### src/rtl/parity_pkg.sv
// Shared types and helpers for the streaming parity accumulator.
// Holds the FSM state encoding and the per-lane XOR reduction.
package parity_pkg;

    typedef enum logic {ACCUM, DONE} parity_state_t;

    localparam int unsigned MAX_LANE_W = 64;

    // XOR-reduce the low lane_w bits of data; upper bits are ignored.
    function automatic logic lane_parity(
        input logic [MAX_LANE_W-1:0] data,
        input int unsigned           lane_w
    );
        logic p;
        p = 1'b0;
        for (int unsigned i = 0; i < MAX_LANE_W; i++) begin
            if (i < lane_w) begin
                p = p ^ data[i];
            end
        end
        return p;
    endfunction

endpackage

### src/rtl/parity_lane.sv
// Combinational parity reducer for one LANE_W-bit lane.
// Ports: data (lane bits in), parity (XOR of all lane bits out).
module parity_lane
    import parity_pkg::*;
#(
    parameter int LANE_W = 8
) (
    input  logic [LANE_W-1:0] data,
    output logic              parity
);

    if (LANE_W > MAX_LANE_W) begin : g_bad_w
        $error("parity_lane: LANE_W exceeds MAX_LANE_W");
    end

    assign parity = lane_parity(MAX_LANE_W'(data), LANE_W);

endmodule

### src/rtl/parity_accumulator.sv
// Per-packet column parity engine over a valid/ready beat stream.
// Ports: clock/reset, in_valid/in_ready/in_data/in_last beat input,
// pkt_valid/pkt_ready with pkt_lane_parity, pkt_parity, pkt_beats.
module parity_accumulator
    import parity_pkg::*;
#(
    parameter int DATA_W = 32,
    parameter int LANE_W = 8,
    parameter bit ODD    = 1'b0,
    parameter int CNT_W  = 16
) (
    input  logic                     clock,
    input  logic                     reset,
    input  logic                     in_valid,
    output logic                     in_ready,
    input  logic [DATA_W-1:0]        in_data,
    input  logic                     in_last,
    output logic                     pkt_valid,
    input  logic                     pkt_ready,
    output logic [DATA_W/LANE_W-1:0] pkt_lane_parity,
    output logic                     pkt_parity,
    output logic [CNT_W-1:0]         pkt_beats
);

    localparam int LANES = DATA_W / LANE_W;

    if (DATA_W % LANE_W != 0) begin : g_bad_div
        $error("parity_accumulator: DATA_W must be a multiple of LANE_W");
    end

    parity_state_t    state, state_nx;
    logic [LANES-1:0] acc, acc_nx, raw;
    logic [CNT_W-1:0] beats, beats_nx;
    logic             take;

    for (genvar k = 0; k < LANES; k++) begin : g_lane
        parity_lane #(.LANE_W(LANE_W)) u_lane (
            .data   (in_data[k*LANE_W +: LANE_W]),
            .parity (raw[k])
        );
    end

    // Gated by reset so a beat presented during reset is never consumed.
    assign in_ready = (state == ACCUM) && !reset;
    assign take     = in_valid && in_ready;

    always_comb begin
        state_nx = state;
        acc_nx   = acc;
        beats_nx = beats;
        unique case (state)
            ACCUM: begin
                if (take) begin
                    acc_nx = acc ^ raw;
                    // Saturate rather than wrap; parity keeps accumulating.
                    if (beats != {CNT_W{1'b1}}) begin
                        beats_nx = beats + 1'b1;
                    end
                    if (in_last) begin
                        state_nx = DONE;
                    end
                end
            end
            DONE: begin
                if (pkt_ready) begin
                    acc_nx   = '0;
                    beats_nx = '0;
                    state_nx = ACCUM;
                end
            end
            default: state_nx = ACCUM;
        endcase
    end

    always_ff @(posedge clock) begin
        if (reset) begin
            state <= ACCUM;
            acc   <= '0;
            beats <= '0;
        end else begin
            state <= state_nx;
            acc   <= acc_nx;
            beats <= beats_nx;
        end
    end

    assign pkt_valid       = (state == DONE);
    assign pkt_lane_parity = acc ^ {LANES{ODD}};
    assign pkt_parity      = (^acc) ^ ODD;
    assign pkt_beats       = beats;

endmodule

### config.mk
export PLATFORM = sky130hd
export DESIGN_NAME = parity_accumulator
export DESIGN_NICKNAME = d
export VERILOG_FILES = /design/src/rtl/parity_pkg.sv /design/src/rtl/parity_lane.sv /design/src/rtl/parity_accumulator.sv
export SDC_FILE = /design/constraint.sdc
export NUM_CORES = 1
export LEC_CHECK = 0
export BUFFER_PORTS_ARGS = -buffer_cell sky130_fd_sc_hd__buf_2
export CAP_MARGIN = 20
export CORE_MARGIN = 2
export CORE_UTILIZATION = 53
export CTS_BUF_LIST = sky130_fd_sc_hd__clkbuf_8
export CTS_CLUSTER_SIZE = 20
export DETAILED_ROUTE_END_ITERATION = 6
export HOLD_SLACK_MARGIN = 0.05
export PLACE_DENSITY = 0.84
export SETUP_SLACK_MARGIN = 0.4
export SLEW_MARGIN = 30
export SYNTH_ARGS = -nofsm -noshare
export SYNTH_HDL_FRONTEND = slang
export SYNTH_HIERARCHICAL = 1
export SYNTH_SLANG_ARGS = --single-unit
### constraint.sdc
create_clock -name clock -period 2.8 [get_ports clock]
set_input_delay 0 -clock clock [delete_from_list [all_inputs] [get_ports clock]]
set_output_delay 0 -clock clock [all_outputs]
set_load 0.005 [all_outputs]
==> flow_summary.ini, run 1 <==
[synth]
synth_top_area_cell = dfxtp_1
ys.flop_type = dfxtp_1
synth_area_leaders = dfxtp_1 (29%), xnor2_1 (16%), nor2_1 (4.6%)
synth_top_area_frac = 0.2879
yosysWarnings = 6
synth-seq-area-share = 0.2879
ys_types = 43
netlist_area_mm2 = 0.001460
synth-seq-cells = 21
synthesis.nets = 212
synth_edf_count = 0
async_reset_ff_frac = 0
syn_avg_cell_area_um2 = 8.392
synthCells = 174

[timing]
tightest_slew_ns = 0.7568
slew_headroom = 0.4948
finalSetupTns_ns = 0
finalSetupViolCount = 0
slew_viol_final = 0
fmax_mhz = 505.5
period_share = 0.7065
period_needed_ns = 1.978
rsz0062_at_grt = false
clock_skew_ns = 0.001621
timing.final.hold_violations = 0

[detailed_routing]
route.detailed.drc = 0
routed_via_density = 5.471
firstDrtPassIters = 4
wl_per_cell_um = 12.02
ant_nets = 0
drtIter0Drc = 29
via_count = 1428
wl_um = 3136

[setup_path]
crit_required_ns = 2.93
cp_max_fo = 26
cp_top_family = simple AND/OR/NAND/NOR gates
slowest_stage = dfxtp_1
cp-start-kind = flip-flop
worstPathArrival_ns = 2.11
crit_path_end_kind = flip-flop
crit_path_max_incr_delay_ns = 0.55
criticalPathCategory = flip-flop to flip-flop
crit_buf_inv = 0
r2r_slack_ns = 0.82
path_cells = nand2_1, or4b_4, o21ba_4, a41oi_1, a311oi_2

[die]
die_w_um = 56.49
pin_count = 60
start_util = 0.5435
core-area_mm2 = 0.002686
die_area_mm2 = 0.003191
rows = 19
die_h_um = 56.49

[power_and_ir_drop]
pwr_density_cell_mw_per_mm2 = 435.2
vdd.ir_drop.worst_mv = 0.4118
leakagePower_nw = 0.7411

[cts]
cts_buffers = 3
hold_buffers = 1
h-tree-depth = 1
cts_tree = done
cts-root-buf = clkbuf_8
cts_setup_buffers = 0
clkTransAtPathRegs_ns = 0.08
cts_resized = 0
cts_buffer_depth = 2
clkSinkCount = 21
clk_latency_ns = 0.26

[min_path]
hp-class = primary input to flip-flop

[layout]
final_common_cell = buf_2
layout_common_cells = buf_2 (59), xnor2_1 (26), dfxtp_1 (21)
area_growth_pct = 23.05
drive_gt1_frac = 0.3652
fin_area_mm2 = 0.001797
diodes = 0
nNetsFinal = 269

[global_routing]
grt_pass1_wl_um = 5340
grt_max_degree = 27
grt_pass1_vias = 1275
antenna_found_initial = 0
groute.usage.overall = 0.2052
grt.overflow.total = 0

[status]
status = finished clean

[placement]
gp_congestion = 0.8442
place_hpwl_um = 2383
io_buffers = 59
placed_area_mm2 = 0.001740

[job]
drv_cap = 0
-- power by group --
group / internal, W / switching, W
logic: 0.000130 / 0.000109
registers: 0.000314 / 0.0000254
clock network: 0.0000993 / 0.000104
total: 0.000544 / 0.000238
-- metal layers --
metal  GRT usage  vias up  wire length [µm]
met1      0.2671      631              1418
li1            -      737                 -
met4     0.07143        0                18
met2      0.3472       58              1482
met3     0.02535        2               217
met5           0        -                 0
-- path summary, 6_finish.rpt --
path,from,to,depth (start not counted)
worst max-delay path,pkt_valid,pkt_beats[3],5
worst min-delay path,in_valid,pkt_valid,3
worst min register to register,pkt_beats[15],pkt_beats[15],1
worst max register to register,pkt_valid,pkt_beats[3],5
-- sequential cells by signal, indices dropped and copies added, names as in the netlist --
| signal | cells |
|---|---|
| pkt_valid | 1 |
| pkt_lane_parity | 4 |
| pkt_beats | 16 |
-- through the flow --
step | utilization | instances | power [W] | setup slack (ns) | hold slack (ns)
2_1_floorplan | - | 174 | 0.0005135 | 1.032 | 0.1673
3_3_place_gp | 0.6479 | 256 | 0.0005790 | 0.8838 | 0.2863
3_5_place_dp | 0.6479 | 256 | 0.0005844 | 0.8391 | 0.2861
4_1_cts | 0.6688 | 261 | 0.0007827 | 0.8247 | 0.1012
5_1_grt | 0.6688 | 261 | 0.0008247 | 0.6169 | 0.1314
6_report | 0.6688 | 261 | 0.0007820 | 0.8217 | 0.1055
-- worst register-to-register path, stage by stage, from the launching register on --
cell      delay [ns]
dfxtp_1         0.55
nand2_1         0.18
or4b_4          0.52
o21ba_4         0.28
a41oi_1         0.26
a311oi_2        0.07
-- cell usage after synthesis, drive strengths merged, types with 2 or more instances --
master and count:
nand2 18, and3 2, nor3 4, dfxtp 21, nor2 18, nor2b 2, a31o 3, xnor2 26
o21a 2, a311oi 3, buf 4, nand2b 2, nand3b 3, nand3 5, nand4 2, a31oi 5
a21oi 13, clkbuf 4, o22ai 4, a41oi 5, xor2 5, o21ai 11
-- area by class of cell --
cell class,instances,area (µm²)
clock buffer,3,41.29
clock inverter,1,5.005
fill,229,889.6
inverter,2,7.507
multi-input combinational,143,978.4
sequential,21,420.4
tap,31,38.79
timing repair buffer,60,305.3
-- logic make-up (layout without fill, tap and decap cells) --
family | Yosys count | in the layout | share of synthesized area
xor+xnor | 31 | 31 | 0.1859
compound gates | 48 | 48 | 0.2348
flops | 21 | 21 | 0.2879
buf+inv | 10 | 66 | 0.04198
mux | 1 | 1 | 0.006855
fa+ha+maj | 1 | 1 | 0.008568
simple gates | 62 | 62 | 0.2339
Power figures use the tool's default switching activity.
==> run 2: changes to the inputs <==
CORE_UTILIZATION = 45   (was 53)
PLACE_DENSITY = 0.75   (was 0.84)
clock period = 1.7 ns   (was 2.8 ns; I/O delays follow)
==> run 2 against run 1 <==
  * The run now ends with negative setup slack left
  * Clock skew about the same
  * Global-route usage grew 2.5 points
  * Non-clock buffer count is 29 higher
  * Cell count rose by 16%
  * First-iteration DRC count rose to 2.8 times the previous value
  * Count of clock-buffer cells in the layout unchanged
  * Worst setup slack worse by 0.88 ns
  * Utilization up 4.0 points
  * Sequential power up 61%
  * Critical path depth grew 1
  * Total power increased by 72%
  * Sequential cell count unchanged
  * Largest power group unchanged
==> flow_summary.ini, run 2 (synthesis results as in run 1) <==
[power_and_ir_drop]
switchingPower_w = 0.0004214
vdd.ir_drop.worst_mv = 0.4901
pwr_density_cell_mw_per_mm2 = 616.3
p_sw_frac = 0.3134
clkPwrFrac = 0.260
pwr-share-comb = 0.332
leakagePower_nw = 0.9361
seq_power_share = 0.408
total_power_w = 0.001345
internal-power_w = 0.0009233

[layout]
final_common_cell = buf_2
drive_gt1_frac = 0.5367
largest_register_ffs = 16
area_growth_pct = 49.44
nNetsFinal = 298
layout_common_cells = buf_2 (59), xnor2_1 (26), buf_4 (23)
diodes = 0

[setup_path]
criticalPathCategory = flip-flop to flip-flop
cp-startpoint = pkt_beats[14]
cp-start-kind = flip-flop
crit_path_end_kind = flip-flop
crit_required_ns = 1.85
r2r_start = pkt_beats[14]
cp_max_fo = 6
worstPathArrival_ns = 1.92

[detailed_routing]
dr_wl_met3_um = 255
routed.top_layer = met4
routed_via_density = 5.350
route.detailed.drc = 0
wl_um = 3984
met1_length_um = 1647
route.met2.wl_um = 2003
wl_per_cell_um = 13.15
drtIter0Drc = 81
ant_nets = 0
via_count = 1621
firstDrtPassIters = 4

[placement]
io_buffers = 59
gp_congestion = 0.8433
place_hpwl_um = 2881

[cts]
clkSinkCount = 21
cts-root-buf = clkbuf_8
clk_latency_ns = 0.27
cts_buffers = 3
cts_buffer_depth = 2
clkTransAtPathRegs_ns = 0.08
h-tree-depth = 1
cts_tree = done

[timing]
slew_headroom = 0.6954
fin_ws_ns = -0.06259
clock_skew_ns = 0.001752
rsz0062_at_grt = true
finalSetupTns_ns = -0.1425
timing.final.hold_violations = 0
slew_viol_final = 0
period_needed_ns = 1.763
finalSetupViolCount = 5
fmax_mhz = 567.3
holdWs_ns = 0.09502
tightest_slew_ns = 0.4527
period_share = 1.037

[status]
status = finished with violations
violations = negative setup slack

[global_routing]
grt_pass1_wl_um = 6285
antenna_found_initial = 0
groute.usage.overall = 0.2298
grt_pass1_vias = 1442
grt.overflow.total = 0
grt_max_degree = 23

[die]
pin_count = 60
die_w_um = 60.96
die_h_um = 60.96
die_area_mm2 = 0.003716
rows = 20
start_util = 0.4744
core-area_mm2 = 0.003078

[min_path]
hp-class = primary input to flip-flop
holdCritStartpoint = in_valid

[job]
drv_cap = 0
-- run 2: layout make-up --
type	instances	area (µm²)
sequential	21	434.2
tap	44	55.05
fill	261	895.9
inverter	2	8.758
clock buffer	3	41.29
timing repair buffer	89	554.3
multi-input combinational	143	1084
clock inverter	1	5.005
-- run 2: worst max-delay path, cell delays in order (launching register included) --
cell and delay (ns):
dfxtp_2 0.36, nand4_4 0.11, or4b_4 0.58, o21ba_4 0.26
buf_4 0.15, a31oi_4 0.11, a31oi_1 0.06
-- run 2: layer usage --
layer / up-vias / track usage
li1: 793 / -
met1: 750 / 0.2755
met2: 68 / 0.4040
met3: 10 / 0.03625
met4: 0 / 0.09938
met5: - / 0
-- run 2: final timing paths --
path	endpoint	slack (ns)	cells past startpoint
worst max-delay path	pkt_beats[14]	-0.06	6
worst min-delay path	pkt_valid	0.1	3
worst max register to register	pkt_beats[14]	-0.06	6
worst min register to register	pkt_beats[0]	0.50	1
-- run 2: power by group through the flow --
stage / logic, W / clock network, W / registers [W]
2_1_floorplan: 0.000290 / 0 / 0.000558
3_3_place_gp: 0.000418 / 0 / 0.000559
3_5_place_dp: 0.000427 / 0 / 0.000559
4_1_cts: 0.000438 / 0.000343 / 0.000548
5_1_grt: 0.000496 / 0.000368 / 0.000556
6_report: 0.000446 / 0.000349 / 0.000549
-- run 2: timing repair --
item,in CTS,in global routing
hold endpoints to repair,1,0
hold buffers,1,0
setup buffers,2,3
endpoints found under the setup margin,16,19
pin swaps,8,1
gates resized for setup,13,10
-- run 2: metrics by stage --
| stage | std cells | util | instance area (µm²) | setup slack [ns] |
|---|---|---|---|---|
| 2_1_floorplan | 174 | - | 1499 | 0.01291 |
| 3_3_place_gp | 293 | 0.6459 | 1988 | 0.005626 |
| 3_5_place_dp | 293 | 0.6459 | 1988 | -0.03476 |
| 4_1_cts | 300 | 0.6862 | 2112 | -0.03261 |
| 5_1_grt | 303 | 0.7089 | 2182 | -0.1136 |
| 6_report | 303 | 0.7089 | 2182 | -0.06259 |
